`src/rtl/rv32i_types.sv`:
```
// ---------------------------------------------------------------------------
// rv32i_types
// Shared type package for the mp4 memory hierarchy. Holds the cache line
// geometry constants and the cache-arbiter state / owner enums.
// ---------------------------------------------------------------------------
package rv32i_types;

    // Cache line geometry shared by icache, dcache and the cacheline adaptor.
    localparam int CACHE_LINE_W = 256;
    localparam int CACHE_ADDR_W = 32;

    // Arbiter FSM states.
    typedef enum logic [1:0] {
        IDLE    = 2'd0,
        SERVE_I = 2'd1,
        SERVE_D = 2'd2,
        DONE    = 2'd3
    } arb_state_t;

    // Which cache owns (or last owned) the memory port.
    typedef enum logic {
        ICACHE = 1'b0,
        DCACHE = 1'b1
    } arb_owner_t;

    // One-hot grant encoding for an owner: bit0 = icache, bit1 = dcache.
    function automatic logic [1:0] owner_onehot(input arb_owner_t owner);
        return (owner == DCACHE) ? 2'b10 : 2'b01;
    endfunction

endpackage : rv32i_types

```
`src/rtl/cache_arbiter.sv`:
```
// ---------------------------------------------------------------------------
// cache_arbiter
// Shares the single physical-memory line port between the instruction cache
// (read-only) and the data cache (read/write). One line transfer is in flight
// at a time; when both caches request together the one not granted last wins.
// The winning request (address, operation, write line) is latched for the
// whole transfer, and the adaptor's response is routed to the owner only.
//
// Ports
//   clk                      system clock, rising edge
//   rst                      synchronous reset, active low
//   i_read, i_address        icache line-read request (held until i_resp)
//   i_rdata, i_resp          line data / completion pulse back to icache
//   d_read, d_write          dcache read / writeback request (held until d_resp)
//   d_address, d_wdata       dcache line address / writeback line
//   d_rdata, d_resp          line data / completion pulse back to dcache
//   m_read, m_write          request to cacheline adaptor (registered)
//   m_address, m_wdata       latched address / write line of granted request
//   m_rdata, m_resp          line data / completion from the adaptor
//   grant                    one-hot owner (bit0 icache, bit1 dcache), 0 idle
// ---------------------------------------------------------------------------
module cache_arbiter
    import rv32i_types::*;
#(
    parameter int LINE_W = CACHE_LINE_W,
    parameter int ADDR_W = CACHE_ADDR_W
) (
    input  logic              clk,
    input  logic              rst,

    input  logic              i_read,
    input  logic [ADDR_W-1:0] i_address,
    output logic [LINE_W-1:0] i_rdata,
    output logic              i_resp,

    input  logic              d_read,
    input  logic              d_write,
    input  logic [ADDR_W-1:0] d_address,
    input  logic [LINE_W-1:0] d_wdata,
    output logic [LINE_W-1:0] d_rdata,
    output logic              d_resp,

    output logic              m_read,
    output logic              m_write,
    output logic [ADDR_W-1:0] m_address,
    output logic [LINE_W-1:0] m_wdata,
    input  logic [LINE_W-1:0] m_rdata,
    input  logic              m_resp,

    output logic [1:0]        grant
);

    arb_state_t        state_reg;
    arb_owner_t        last_grant_reg;
    logic [ADDR_W-1:0] addr_reg;
    logic [LINE_W-1:0] wdata_reg;
    logic              m_read_reg;
    logic              m_write_reg;
    logic [1:0]        grant_reg;

    logic              i_pend;
    logic              d_pend;
    logic              pick_d;

    assign i_pend = i_read;
    assign d_pend = d_read | d_write;

    // Dcache wins when it is the only requester, or on a conflict when the
    // icache was the previous owner (round robin between two requesters).
    assign pick_d = d_pend && (!i_pend || (last_grant_reg == ICACHE));

    always_ff @(posedge clk) begin
        if (!rst) begin
            state_reg      <= IDLE;
            last_grant_reg <= ICACHE;
            addr_reg       <= '0;
            wdata_reg      <= '0;
            m_read_reg     <= 1'b0;
            m_write_reg    <= 1'b0;
            grant_reg      <= 2'b00;
        end else begin
            case (state_reg)
                IDLE: begin
                    if (pick_d) begin
                        state_reg      <= SERVE_D;
                        last_grant_reg <= DCACHE;
                        addr_reg       <= d_address;
                        wdata_reg      <= d_wdata;
                        // Read+write together is illegal; resolve as a write.
                        m_write_reg    <= d_write;
                        m_read_reg     <= ~d_write;
                        grant_reg      <= owner_onehot(DCACHE);
                    end else if (i_pend) begin
                        state_reg      <= SERVE_I;
                        last_grant_reg <= ICACHE;
                        addr_reg       <= i_address;
                        m_write_reg    <= 1'b0;
                        m_read_reg     <= 1'b1;
                        grant_reg      <= owner_onehot(ICACHE);
                    end
                end

                SERVE_I, SERVE_D: begin
                    if (m_resp) begin
                        state_reg   <= DONE;
                        m_read_reg  <= 1'b0;
                        m_write_reg <= 1'b0;
                        grant_reg   <= 2'b00;
                    end
                end

                // Dead cycle so the served cache can drop its request before
                // the next arbitration decision.
                DONE: begin
                    state_reg <= IDLE;
                end

                default: begin
                    state_reg <= IDLE;
                end
            endcase
        end
    end

    assign m_read    = m_read_reg;
    assign m_write   = m_write_reg;
    assign m_address = addr_reg;
    assign m_wdata   = wdata_reg;
    assign grant     = grant_reg;

    // Completion is forwarded in the same cycle as the adaptor's response.
    assign i_resp  = (state_reg == SERVE_I) && m_resp;
    assign d_resp  = (state_reg == SERVE_D) && m_resp;
    assign i_rdata = m_rdata;
    assign d_rdata = m_rdata;

`ifndef SYNTHESIS
    // The dcache must never ask for a read and a writeback at once.
    a_no_dual_d_op : assert property (@(posedge clk) disable iff (!rst)
        !(d_read && d_write));
`endif

endmodule : cache_arbiter

```
`config.mk`:
```
export PLATFORM = sky130hd
export DESIGN_NAME = cache_arbiter
export DESIGN_NICKNAME = d
export VERILOG_FILES = /design/src/rtl/rv32i_types.sv /design/src/rtl/cache_arbiter.sv
export SDC_FILE = /design/constraint.sdc
export NUM_CORES = 1
export LEC_CHECK = 0
export ABC_AREA = 0
export BUFFER_PORTS_ARGS = -buffer_cell sky130_fd_sc_hd__buf_2
export CAP_MARGIN = 40
export CELL_PAD_IN_SITES_DETAIL_PLACEMENT = 1
export CELL_PAD_IN_SITES_GLOBAL_PLACEMENT = 1
export CORE_AREA = 2 2 540 542
export CTS_CLUSTER_SIZE = 30
export DETAILED_ROUTE_END_ITERATION = 8
export DIE_AREA = 0 0 542 544
export PLACE_DENSITY = 0.35
export SLEW_MARGIN = 20
export SYNTH_ARGS = -nofsm -noshare
export SYNTH_HDL_FRONTEND = slang
export SYNTH_SLANG_ARGS = --single-unit
```
`constraint.sdc`:
```
create_clock -name clk -period 3.3 [get_ports clk]
set_input_delay 0.495 -clock clk [delete_from_list [all_inputs] [get_ports clk]]
set_output_delay 0.495 -clock clk [all_outputs]
set_load 0.02 [all_outputs]
```
# Word level (Yosys, flattened, before mapping)
# Index checks and enable logic that the tools add are counted.
[op_classes]
n_eq_ne = 5
n_mux = 16
n_bitwise = 3
reduce_logical = 13
[ops]
columns = ["cell", "n"]
rows = [
  ["$mux 32", 2],
  ["$mux 2", 4],
  ["$mux 1", 6],
  ["$pmux 2 s3", 1],
  ["$reduce_and 2->1", 3],
  ["$eq 2x2->1 const B", 2],
  ["$pmux 1 s2", 2],
  ["$pmux 2 s2", 1],
  ["$reduce_bool 2->1", 2],
  ["$logic_and 1x1->1", 3],
  ["$ne 3x3->1 const B", 1],
  ["$reduce_and 3->1", 1],
  ["$eq 2x1->1 const B", 1],
  ["$logic_not 2->1", 1],
  ["$ne 2x2->1 const B", 1],
  ["$not 1->1", 2],
  ["$reduce_or 2->1", 1],
  ["$logic_not 1->1", 1],
  ["$logic_or 1x1->1", 1],
  ["$or 1x1->1", 1],
]
[word_totals]
ff_bits = 295
in_bits = 582
out_inout_bits = 806

# Logic depth before layout (Yosys ltp)
# Gate-level depths: netlist (run 1).
[logic_depth]
depth_word = 5
depth_mapped = 8
depth_no_buf = 5

# Worst setup path after synthesis (run 1)
# Ideal clock, no wire load.
[synth_path]
path_type = "flip-flop to flip-flop"
start = "reg state_reg[0]"
end = "reg m_read_reg, in the netlist m_read"
setup_time_ns = 0.070
arrival_time_ns = 1.579
setup_slack_ns = 1.650
stages_incl_launch_ff = 9
n_path_buf = 3
period_less_slack_ns = 1.650
cell_sequence = "dfxtp_1 > inv_1 > ha_1 > buf_4 > inv_4 > buf_6 > buf_6 > or4_1 > a21oi_1"
[synth_via]
elab_chain_len = 4
[synth_lines]
columns = ["element", "line_no", "text"]
rows = [
  ["start: declaration", "cache_arbiter.sv:53", "arb_state_t state_reg;"],
  ["start signal: assignment", "cache_arbiter.sv:74", "state_reg <= IDLE;"],
  ["start signal: assignment", "cache_arbiter.sv:85", "state_reg <= SERVE_D;"],
  ["start signal: assignment", "cache_arbiter.sv:94", "state_reg <= SERVE_I;"],
  ["$eq 2x1->1 or $eq 2x2->1 (tied branches)", "cache_arbiter.sv:82", "case (state_reg)"],
  ["$reduce_or 2->1", "cache_arbiter.sv:82", ""],
  ["$ne 2x2->1 (no line) or $reduce_bool 2->1 (tied branches)", "n/a", ""],
  ["$reduce_and 3->1 (no line)", "n/a", ""],
  ["end signal: assignment", "cache_arbiter.sv:91", "m_read_reg <= ~d_write;"],
  ["end: declaration", "cache_arbiter.sv:57", "logic m_read_reg;"],
]
# Several ways; a longest one is shown, not always the timed one.
# A chain may end at the register's enable or synchronous reset.

# Final worst setup path (run 1)
[layout_path]
start = "reg state_reg[0]"
end = "reg wdata_reg[185], in the netlist m_wdata[185]"
[layout_via]
elab_chain_len = 2
[layout_lines]
columns = ["element", "line_no", "text"]
rows = [
  ["$logic_not 2->1", "cache_arbiter.sv:82", ""],
  ["$reduce_and 2->1 (no line)", "n/a", ""],
  ["end signal: assignment", "cache_arbiter.sv:88", "wdata_reg <= d_wdata;"],
  ["end: declaration", "cache_arbiter.sv:56", "logic [LINE_W-1:0] wdata_reg;"],
]
# Every way passes these cells.

==> results of run 1 <==
## stage by stage
step                hold slack (ns)  util, %  power, W
floorplan                    0.4709        -   0.01056
global route                0.03073    7.996   0.02135
global placement             0.4611    6.537   0.01409
CTS                        0.001103    7.975   0.02054
detailed placement           0.4669    6.553   0.01423
finish                       0.1017    7.999   0.01975
## layout make-up
class	instances	area [um2]	area share (%)
Antenna cell	16	40.04	0.1730
Clock buffer	65	1419	6.130
Clock inverter	20	234.0	1.011
Inverter	5	38.79	0.1676
Multi-Input combinational cell	933	4765	20.59
Sequential cell	295	5906	25.52
Tap cell	3800	4755	20.54
Timing Repair Buffer	895	5988	25.87
## cells by family (layout without fill, tap and decap cells)
group	after synthesis	after routing	synth area share [%]
buf+inv	676	985	29.98
compound gates	596	596	20.20
simple gates	332	332	10.53
flops	295	295	38.89
fa+ha+maj	4	4	0.3296
mux	1	1	0.06592
other cells	0	16	0
## layout by cell type, fill, tap and decap left out, drive strengths merged
cell	instances
a2111o	1
a21boi	1
a21oi	262
a221o	1
a2bb2oi	1
a31oi	32
and2	2
and3	1
buf	649
bufinv	4
clkbuf	65
clkinv	10
clkinvlp	3
dfxtp	295
diode	16
dlygate4sd3	246
ha	4
inv	8
mux2i	1
nand2	66
nand3	256
nand3b	1
nor2	1
nor2b	1
nor3	1
nor4b	1
o21ai	294
o2bb2ai	1
o311a	1
o31a	1
o31ai	1
or3	1
or4	1
## worst max-delay path, cell delays in order, from the launching register on
cell	delay (ns)
dfxtp_1	0.33
inv_1	0.15
ha_4	0.32
clkinv_8	0.26
buf_12	0.29
o21ai_1	0.41
a21oi_1	0.10
## power by group through the flow
stage | logic [W] | clock network, W | registers, W
after floorplan | 0.00437 | 0 | 0.00618
after global placement | 0.00901 | 0 | 0.00508
after detailed placement | 0.00912 | 0 | 0.00511
after CTS | 0.00956 | 0.00593 | 0.00505
after global routing | 0.0101 | 0.00603 | 0.00517
final | 0.00913 | 0.00558 | 0.00504
## final timing paths
path	to	from	depth (start not counted)	slack, ns
worst max-delay path	m_wdata[185]	state_reg[0]	6	0.78
worst max register to register	m_wdata[185]	state_reg[0]	6	0.78
worst min-delay path	m_wdata[172]	d_wdata[172]	3	0.10
worst min register to register	m_wdata[55]	m_wdata[55]	2	0.47
## routing by layer
metal	GRT usage, %	vias up	routed length, um
met1	7.819	6982	42180
li1	-	6593	-
met3	8.279	439	27800
met2	13.28	961	57700
met5	0.2110	-	144
met4	5.323	16	8883
==> results.ini, run 1 <==
[status]
status=finished, final reports clean

[timing]
setup_ws_ns=0.7836
drv_slew=0
setup_violations=0
fin_crit_sh_pct=76.26
rsz0062_at_grt=no
hold_viol=0
tightest_slew_ns=1.281
relSlewSlack_pct=14.62
tns_ns=0
max_freq_ghz=0.3974
finalCriticalPeriod_ns=2.516
finalClockSkew_ns=0.02467

[floorplanning]
initial_utilization_pct=5.248
core_mm2=0.2894
die_width_um=542
row_count=198
dieArea_mm2=0.2948
io_pins=1388
die_h_um=544

[critical_path]
critPathRequiredTime_ns=3.85
crit_arrival_ns=3.07
crit_path_start_kind=register
crit_type=reg2reg
cp-end-kind=register
critPathMaxFanout=148

[synthesis]
syn_nets=2490
synth_top_area_cell=dfxtp_1
async_flop_share_pct=0
synth_edf_count=0
ys_top_cells_by_count=buf_4, dfxtp_1, a21oi_1
netlist_top_cells_area=dfxtp_1, buf_4, a21oi_1
ys_warn_count=0
netlist_instances=1904
synth_cell_types=34
synthesis.area_mm2=0.01519
yosysMostFrequentCell=buf_4
yosysSeqAreaShare_pct=38.89
ys.flop_type=dfxtp_1
ys_ff_latch=295
avgSynthCellArea_um2=7.976
synth_top_area_share_pct=38.89

[grt]
grtUsageTotal_pct=8.908
grt_pass1_vias=15930
antenna_found_initial=54
grt_max_degree=149
grt-ovfl-total=0
grt_pass1_wl_mm=171.4

[clock_network]
post_cts.repair.setup_buffers=0
cts_root_buffer=clkbuf_16
cts.sinks=295
tritoncts=built
h-tree-depth=2
cts-buffers-inserted=49
clk_pin_slew_ns=0.06
worstSkewPairLatency_ns=0.69
clockBufferDepth=3
postCtsResizedCells=0
postCtsHoldBufs=246

[final_layout]
syn_to_final_growth_pct=52.41
final_nets=2765
drive_gt1_share_pct=33.26
stdcell_count=6029
largest_reg_flops=256
finalInstanceArea_mm2=0.02314
nFillCells=34590

[detailed_routing]
first_pass_iters=4
dr_total_vias=14990
drcViolationCount=0
wl_per_cell_um=22.68
routed_via_density=2.486
final_antenna_net_count=0
wl_mm=136.7
drt_iter0_drc=752

[power]
switching_share_pct=47.68
power_frac_comb_pct=46.2
clkPwrFrac_pct=28.3
pwr-share-seq_pct=25.5
cellPowerDensity_mw_per_mm2=853.3
switching_power_w=0.009416
p_int_w=0.01033
leakage_nw=8.581
ir_drop_mv=0.8642

[place]
placed_area_mm2=0.01896
routabilityCongestion=0.7407
dp.cells=5681
portBuffers=619
place_ws_ns=0.9770
place_hpwl_mm=111.0

[flow_run]
maxCapViolCount=0

[hold_path]
hp-class=in2reg

No activity file was read; power rests on OpenSTA's default activity.
==> run 2: changes to the inputs <==
--- a/config.mk
+++ b/config.mk
@@ -10,11 +10,11 @@
 export CAP_MARGIN = 40
 export CELL_PAD_IN_SITES_DETAIL_PLACEMENT = 1
 export CELL_PAD_IN_SITES_GLOBAL_PLACEMENT = 1
-export CORE_AREA = 2 2 540 542
+export CORE_AREA = 2 2 546 548
 export CTS_CLUSTER_SIZE = 30
 export DETAILED_ROUTE_END_ITERATION = 8
-export DIE_AREA = 0 0 542 544
-export PLACE_DENSITY = 0.35
+export DIE_AREA = 0 0 548 550
+export PLACE_DENSITY = 0.34
 export SLEW_MARGIN = 20
 export SYNTH_ARGS = -nofsm -noshare
 export SYNTH_HDL_FRONTEND = slang
==> constraint.sdc (replaced) <==
create_clock -name clk -period 2.6 [get_ports clk]
set_input_delay 0.39 -clock clk [delete_from_list [all_inputs] [get_ports clk]]
set_output_delay 0.39 -clock clk [all_outputs]
set_load 0.02 [all_outputs]
==> run 2 against run 1 <==
Against the previous run: clock skew grew 0.022 ns; final cell count grew 3.1%; clock-buffer cell count grew 3; wire length shrank 1.6%; global-route usage shrank 0.35 points; largest power group unchanged; critical path type unchanged; design area grew 3.3%; register-to-register slack lost 0.58 ns.
==> results.ini, run 2 (synthesized netlist as in run 1, its figures left out) <==
[grt]
grt_pass1_wl_mm=169.5
grt_max_degree=95
grt-ovfl-total=0
grtUsageTotal_pct=8.562
antenna_found_initial=29
grt_pass1_vias=16230

[floorplanning]
dieArea_mm2=0.3014
core_mm2=0.2955
row_count=200
die_width_um=548
die_h_um=550
io_pins=1388
initial_utilization_pct=5.138

[final_layout]
stdcell_count=6218
fin_util_pct=8.089
drive_gt1_share_pct=32.63
layout_common_cells=buf_2, dlygate4sd3_1, dfxtp_1, a21oi_1, nand3_1
largest_reg_flops=256
final_common_cell=buf_2
final_nets=2827
nFillCells=35270
syn_to_final_growth_pct=57.42

[critical_path]
crit_arrival_ns=3.03
r2r-start=state_reg[0]
crit_type=reg2reg
crit_chain=inv_1, ha_4, o31a_2, buf_12, o21ai_0, a31oi_1, dlygate4sd3_1
reg2reg_depth=7
crit_path_start_kind=register
reg2reg_setup_slack_ns=0.20
slowest_stage=dlygate4sd3_1
critPathRequiredTime_ns=3.24
startpoint=state_reg[0]
cp-end-kind=register
critPathMaxFanout=54
max_stage_delay_ns=0.56
reg2reg_to=m_address[3]

[clock_network]
clk_pin_slew_ns=0.06
cts-buffers-inserted=47
tritoncts=built
post_cts.repair.setup_buffers=0
worstSkewPairLatency_ns=0.70
cts_root_buffer=clkbuf_16
postCtsResizedCells=0
h-tree-depth=2
cts.sinks=295
postCtsHoldBufs=300
clockBufferDepth=3

[timing]
relSlewSlack_pct=51.31
fin_crit_sh_pct=92.13
drv_slew=0
max_freq_ghz=0.4175
tns_ns=0
rsz0062_at_grt=no
hold_viol=0
finalCriticalPeriod_ns=2.395
tightest_slew_ns=0.7284
finalClockSkew_ns=0.04626
setup_violations=0

[power]
ir_drop_mv=0.6446
leakage_nw=8.856
p_total_w=0.02536
cellPowerDensity_mw_per_mm2=1061

[hold_path]
hp-class=in2reg
worst_hold_path.num_cells=3
hold_path_end=m_wdata[226]
hp-start=d_wdata[226]

[detailed_routing]
wl_mm=134.5
drt_iter0_drc=693
drcViolationCount=0
dr_total_vias=15070
first_pass_iters=5
wl_per_cell_um=21.63
routed_via_density=2.424
final_antenna_net_count=0

[place]
dp.cells=5831
routabilityCongestion=0.7451
place_hpwl_mm=109.1
portBuffers=619

[flow_run]
maxCapViolCount=0

[status]
status=finished, final reports clean

==> run 2: cell count changes in the layout (fill, tap and decap cells not counted) <==
cell | before | now
buf_12 | 13 | 19
clkinv_2 | 6 | 3
diode_2 | 16 | 5
dlygate4sd3_1 | 246 | 300
clkinv_8 | 1 | 2
clkbuf_8 | 9 | 14
buf_4 | 15 | 21
clkbuf_16 | 51 | 48
clkbuf_1 | 5 | 6
inv_6 | 4 | 1
clkinv_4 | 3 | 2
buf_16 | 2 | 0
==> run 2: worst max-delay path by stage <==
stage	to	slack (ns)	depth (start not counted)
detailed placement	m_wdata[228]	0.48	6
floorplan	m_read	0.95	8
CTS	i_resp	0.26	4
global placement	m_wdata[170]	0.54	6
global route	m_address[3]	0.06	7
finish	m_address[3]	0.20	7
==> run 2: area by class of cell <==
| cell class | count | area (um2) | area share (%) |
|---|---|---|---|
| clock buffer | 68 | 1416 | 5.925 |
| timing repair buffer | 959 | 6639 | 27.77 |
| tap | 3939 | 4928 | 20.62 |
| multi-input combinational | 933 | 4765 | 19.93 |
| inverter | 5 | 38.79 | 0.1623 |
| sequential | 295 | 5906 | 24.70 |
| antenna | 5 | 12.51 | 0.05234 |
| clock inverter | 14 | 200.2 | 0.8374 |
==> run 2: critical path: cells and delay by family, from the launching register on <==
kind	cells	cell delay (ns)
DFF	1	0.32
buffers and inverters	3	0.99
adders and majority gates	1	0.32
AOI/OAI and AO/OA	3	0.67
==> run 2: metrics by stage <==
step           setup WS, ns  hold slack (ns)  cell area [um2]
6_report             0.2046          0.09312            23910
5_1_grt             0.06261          0.05957            23900
3_5_place_dp         0.4772           0.4663            19270
4_1_cts              0.2614         0.005544            23890
3_3_place_gp         0.5391           0.4620            19270
2_1_floorplan        0.9503           0.4709            15190
==> run 2: power breakdown <==
part	switching [W]	total [W]	internal [W]
combinational	0.00851	0.0119	0.00339
clock	0.00287	0.00702	0.00415
sequential	0.000670	0.00644	0.00577
==> run 2: routing by layer <==
layer | vias up | share of wire [%] | GRT usage (%) | routed length, um
met5 | - | 0 | 0.06254 | 0
met4 | 0 | 7.3 | 5.855 | 9784
met3 | 418 | 17 | 6.266 | 22370
met2 | 903 | 43 | 13.08 | 57940
met1 | 7054 | 33 | 8.049 | 44420
li1 | 6699 | - | - | -
